$ cat src/rtl/sensor_avg_alarm.sv
// rtl/sensor_avg_alarm.sv - windowed sensor average with peak tracking and hysteretic alarm
//
// Ports:
//   clk           single clock, rising edge
//   rst_n         asynchronous active-low reset
//   sample_in     raw unsigned 8-bit sample
//   sample_valid  one sample accepted per high cycle
//   clear         synchronous restart of filter, peak and alarm (beats sample_valid)
//   thr_hi        alarm assert threshold (avg_out > thr_hi qualifies)
//   thr_lo        alarm deassert threshold (avg_out < thr_lo qualifies)
//   avg_out       registered window average, held between pulses
//   avg_valid     one-cycle pulse marking a new avg_out
//   alarm         hysteretic over-threshold flag
//   peak_out      largest sample accepted since reset/clear
module sensor_avg_alarm #(
    parameter int WIN_LOG2 = 2,
    parameter int HOLD     = 3
) (
    input  logic       clk,
    input  logic       rst_n,
    input  logic [7:0] sample_in,
    input  logic       sample_valid,
    input  logic       clear,
    input  logic [7:0] thr_hi,
    input  logic [7:0] thr_lo,
    output logic [7:0] avg_out,
    output logic       avg_valid,
    output logic       alarm,
    output logic [7:0] peak_out
);

    localparam int DEPTH = 1 << WIN_LOG2;
    localparam int SUM_W = 8 + WIN_LOG2;

    typedef enum logic {FILL, RUN} fill_state_t;
    typedef enum logic {NORMAL, ALARM} alarm_state_t;

    fill_state_t         fill_state, fill_state_next;
    alarm_state_t        alarm_state, alarm_state_next;

    logic [7:0]          buffer [DEPTH];
    logic [WIN_LOG2-1:0] wptr;
    logic [WIN_LOG2-1:0] fill_cnt;
    logic [SUM_W-1:0]    sum;
    logic [SUM_W-1:0]    sum_next;
    logic [3:0]          hit_cnt, hit_cnt_next;
    logic [3:0]          hit_inc;
    logic                accept;
    logic                window_full;
    logic                qualify;

    // clear discards any sample presented in the same cycle
    assign accept      = sample_valid && !clear;
    // true when this accepted sample completes (or follows) a full window
    assign window_full = (fill_state == RUN) || (fill_cnt == WIN_LOG2'(DEPTH - 1));
    // the sum always holds exactly the window contents, so modular add/sub is exact
    assign sum_next    = sum + SUM_W'(sample_in) - SUM_W'(buffer[wptr]);

    // Datapath: buffer, running sum, pointers, average and peak
    always_ff @(posedge clk or negedge rst_n) begin
        if (!rst_n) begin
            for (int i = 0; i < DEPTH; i++) buffer[i] <= '0;
            sum       <= '0;
            wptr      <= '0;
            fill_cnt  <= '0;
            avg_out   <= '0;
            avg_valid <= 1'b0;
            peak_out  <= '0;
        end else if (clear) begin
            for (int i = 0; i < DEPTH; i++) buffer[i] <= '0;
            sum       <= '0;
            wptr      <= '0;
            fill_cnt  <= '0;
            avg_valid <= 1'b0;
            peak_out  <= '0;
        end else begin
            avg_valid <= accept && window_full;
            if (accept) begin
                buffer[wptr] <= sample_in;
                sum          <= sum_next;
                wptr         <= wptr + 1'b1;
                if (fill_state == FILL) fill_cnt <= fill_cnt + 1'b1;
                if (sample_in > peak_out) peak_out <= sample_in;
                if (window_full) avg_out <= sum_next[SUM_W-1:WIN_LOG2];
            end
        end
    end

    // Fill FSM
    always_ff @(posedge clk or negedge rst_n) begin
        if (!rst_n) fill_state <= FILL;
        else        fill_state <= fill_state_next;
    end

    always_comb begin
        fill_state_next = fill_state;
        if (clear) begin
            fill_state_next = FILL;
        end else if (accept && fill_state == FILL && fill_cnt == WIN_LOG2'(DEPTH - 1)) begin
            fill_state_next = RUN;
        end
    end

    // Alarm FSM: only avg_valid cycles are evaluated, using the registered average
    always_ff @(posedge clk or negedge rst_n) begin
        if (!rst_n) begin
            alarm_state <= NORMAL;
            hit_cnt     <= '0;
        end else begin
            alarm_state <= alarm_state_next;
            hit_cnt     <= hit_cnt_next;
        end
    end

    assign hit_inc = hit_cnt + 4'd1;
    assign qualify = (alarm_state == NORMAL) ? (avg_out > thr_hi) : (avg_out < thr_lo);

    always_comb begin
        alarm_state_next = alarm_state;
        hit_cnt_next     = hit_cnt;
        if (clear) begin
            alarm_state_next = NORMAL;
            hit_cnt_next     = '0;
        end else if (avg_valid) begin
            if (!qualify) begin
                hit_cnt_next = '0;
            end else if (hit_inc == 4'(HOLD)) begin
                alarm_state_next = (alarm_state == NORMAL) ? ALARM : NORMAL;
                hit_cnt_next     = '0;
            end else begin
                hit_cnt_next = hit_inc;
            end
        end
    end

    assign alarm = (alarm_state == ALARM);

endmodule

$ cat config.mk
export PLATFORM = sky130hd
export DESIGN_NAME = sensor_avg_alarm
export DESIGN_NICKNAME = d
export VERILOG_FILES = /design/src/rtl/sensor_avg_alarm.sv
export SDC_FILE = /design/constraint.sdc
export NUM_CORES = 1
export LEC_CHECK = 0
export BUFFER_PORTS_ARGS = -buffer_cell sky130_fd_sc_hd__buf_2
export CAP_MARGIN = 25
export CORE_ASPECT_RATIO = 0.75
export CORE_MARGIN = 3
export CORE_UTILIZATION = 55
export CTS_BUF_LIST = sky130_fd_sc_hd__clkbuf_16
export DETAILED_ROUTE_END_ITERATION = 6
export GPL_ROUTABILITY_DRIVEN = 0
export PLACE_DENSITY_LB_ADDON = 0.2
export SLEW_MARGIN = 0
export SYNTH_ARGS = -nofsm -noshare
export SYNTH_HDL_FRONTEND = slang
export SYNTH_SLANG_ARGS = --single-unit
export TNS_END_PERCENT = 1
$ cat constraint.sdc
create_clock -name clk -period 8.8 [get_ports clk]
set_input_delay 1.76 -clock clk [delete_from_list [all_inputs] [get_ports clk]]
set_output_delay 1.76 -clock clk [all_outputs]
set_load 0.01 [all_outputs]
==> flow_summary.ini <==
[placement]
numPortBuffers = 45
dp_slack_ns = 4.42
hpwl_mm = 7.10

[routing]
ant_nets = 0
dr.first_iter.drc_count = 297
drc = 0
wire_per_inst_um = 16.3
num_vias = 3578
routed_wl_mm = 10.4
vias_per_cell = 5.61
dr.pass1.iters = 5

[hold_path]
min_path_type = reg2reg
min_from = buffer[11]$_DFFE_PN0P_

[layout]
fillers = 666
n_antenna_cell = 0
synthToLayoutAreaGrowth_pct = 11.7
ff_latch_area_mm2 = 0.00173
multi_input_area_mm2 = 0.00247
drive_gt1_frac = 0.146
layout.nets = 604

[synthesis]
synthSimpleGateAreaFrac = 0.174
synth_edf_count = 0
syn-num-nets = 568
synth-xor-area-share = 0.0242
synthMuxAreaShare = 0.0751
synth_top_family_by_area = simple AND/OR/NAND/NOR gates
synth_warnings = 0
synthFlopType = dfrtp_1
synth_seq_cells = 69
synth_compound_area_frac = 0.125
synth_area_per_cell_um2 = 9.25
async_flop_share = 1.00
synth_fa_ha_area_frac = 0.145
syn_area_mm2 = 0.00455
synth_cell_types = 51
ys_seq_area_frac = 0.380
syn_inst = 492

[sta]
fin_crit_sh = 0.479
fmax_mhz = 237
tightest_slew_ns = 0.886
rsz0062_at_grt = no
whs_ns = 0.518
clock_skew_ns = 0.00602
max-slew-margin-rel = 0.409
min_period_ns = 4.22
drv_slew = 0
setup_viol = 0
worst_slack_ns = 4.58
hold_viol = 0
fin_tns_setup_ns = 0

[floorplan]
io_pins = 46
row_count = 28
dieArea_mm2 = 0.00941
fp.dieW_um = 111
die_h_um = 84.8
core_area_mm2 = 0.00795
initial_utilization = 0.572

[job]
cap_violations = 0

[global_route]
grt_pass1_vias = 3463
grt_pass1_wl_mm = 17.4
grt_max_degree = 74
antenna_found_initial = 0
grt_overflow_total = 0
grtUsageTotal = 0.232

[worst_setup_path]
critPathRequiredTime_ns = 9.01
startpoint_type = input port
startpoint = sample_in[1]
critical_path_arrival_ns = 4.43
rr_startpoint = wptr[0]$_DFFE_PN0P_
critPathMaxFanout = 7
critPathKind = in2reg
cp-end-kind = register

[clocking]
cts_buffers = 9
insertion_delay_ns = 0.33
post_cts_resized = 0
clkSlewWorstSetupHoldPaths_ns = 0.05
post-cts-setup-buffers = 0
root_buffer = clkbuf_16
cts_tree = yes
cts-htree-levels = 3
holdBufCountCts = 0
clock_sinks = 69
cts_max_path_buffers = 2

[power_and_ir_drop]
peakVddDrop_v = 0.000118
power_density_mw_per_mm2 = 251
total_power_uw = 1280
leakagePower_uw = 0.00249

[outcome]
status = complete, no violations
placed cells by master, fill, tap and decap left out, types with 2 or more instances in the layout:
cell type	synthesis	routed
nand2b_1	25	25
a32o_1	2	2
a21o_1	6	6
clkinv_2	0	4
mux4_2	8	8
clkbuf_16	0	9
a31oi_1	3	3
dfrtp_1	69	69
xnor2_1	4	4
nand2_1	57	57
buf_4	0	2
mux2i_1	15	15
a211oi_1	4	4
fa_1	8	8
nand3_1	35	35
nor2_1	23	23
buf_2	1	45
inv_1	62	64
xor2_1	6	6
or2_2	3	3
nor2b_1	4	4
o22ai_1	2	2
nor4_1	2	2
ha_1	40	40
nand4_1	5	5
a21oi_1	50	50
o21ai_0	13	13
logic make-up (layout without fill, tap and decap cells):
logic type	Yosys count	in the layout
XOR/XNOR	11	11
AND/OR/NAND/NOR	163	163
multiplexers	24	24
adder cells (fa/ha/maj)	48	48
buffers and inverters	85	126
flip-flops	69	69
AO/OA/AOI/OAI	92	92
registers in the layout (all words and copies together), names as in the netlist:
register	count
alarm	1
wptr	2
fill_state	1
fill_cnt	2
sum	10
avg_valid	1
peak_out	8
hit_cnt	4
avg_out	8
buffer	32
power breakdown:
group / switching, uW / internal, uW / leakage [uW] / total, uW
Sequential: 46.5 / 363 / 0.000936 / 409
Combinational: 320 / 233 / 0.00142 / 552
Clock: 130 / 186 / 0.000137 / 316
final timing paths:
| kind | to | slack (ns) | cells past startpoint |
|---|---|---|---|
| setup / recovery | sum[6]$_DFFE_PN0P_ | 4.58 | 11 |
| hold / removal | buffer[11]$_DFFE_PN0P_ | 0.52 | 2 |
| setup reg to reg | sum[6]$_DFFE_PN0P_ | 4.91 | 10 |
| hold reg to reg | buffer[11]$_DFFE_PN0P_ | 0.52 | 2 |
| max in group asynchronous | buffer[20]$_DFFE_PN0P_ | 6.59 | 2 |
| min in group asynchronous | avg_out[1]$_DFFE_PN0P_ | 1.64 | 2 |
per-layer routing:
metal | GRT usage | routed length [um] | vias to the layer above
li1 | - | - | 1731
met1 | 0.336 | 4910 | 1732
met2 | 0.356 | 4730 | 106
met3 | 0.0620 | 689 | 9
met4 | 0.0453 | 76 | 0
met5 | 0 | 0 | -
synthesized netlist by cell type (2+ instances only):
| master | number | area share |
|---|---|---|
| fa_1 | 8 | 0.035 |
| buf_1 | 6 | 0.0050 |
| nand2b_1 | 25 | 0.034 |
| mux4_2 | 8 | 0.040 |
| or2_2 | 3 | 0.0041 |
| a21oi_1 | 50 | 0.055 |
| nand2_1 | 57 | 0.047 |
| a32o_1 | 2 | 0.0044 |
| a211oi_1 | 4 | 0.0066 |
| dfrtp_1 | 69 | 0.38 |
| a21o_1 | 6 | 0.0099 |
| clkbuf_1 | 11 | 0.0091 |
| inv_1 | 62 | 0.051 |
| buf_6 | 4 | 0.0099 |
| xor2_1 | 6 | 0.012 |
| a31oi_1 | 3 | 0.0041 |
| nand3_1 | 35 | 0.039 |
| nor2b_1 | 4 | 0.0055 |
| o21ai_0 | 13 | 0.014 |
| xnor2_1 | 4 | 0.0077 |
| nor2_1 | 23 | 0.019 |
| o22ai_1 | 2 | 0.0027 |
| ha_1 | 40 | 0.11 |
| nor4_1 | 2 | 0.0027 |
| nand4_1 | 5 | 0.0069 |
| mux2i_1 | 15 | 0.033 |
final cells by class:
type	count	area share
Tap cell	105	0.0258
Clock buffer	9	0.0443
Sequential cell	69	0.340
Multi-Input combinational cell	338	0.486
Timing Repair Buffer	48	0.0512
Clock inverter	7	0.00689
Inverter	62	0.0458
stage by stage:
| stage | utilization | cells | instance area (um^2) |
|---|---|---|---|
| floorplan | - | 492 | 4550 |
| global placement | 0.604 | 621 | 4800 |
| detailed placement | 0.604 | 621 | 4800 |
| CTS | 0.637 | 637 | 5060 |
| global route | 0.639 | 638 | 5080 |
| finish | 0.639 | 638 | 5080 |
critical path, stage by stage:
cell,delay [ns]
buf_2,0.16
inv_1,0.08
fa_1,0.53
inv_1,0.07
fa_1,0.45
a21o_1,0.19
a21oi_1,0.28
o21bai_1,0.16
a2111oi_0,0.55
a31oi_1,0.08
o311ai_0,0.12
(Power assumes the default switching activity.)
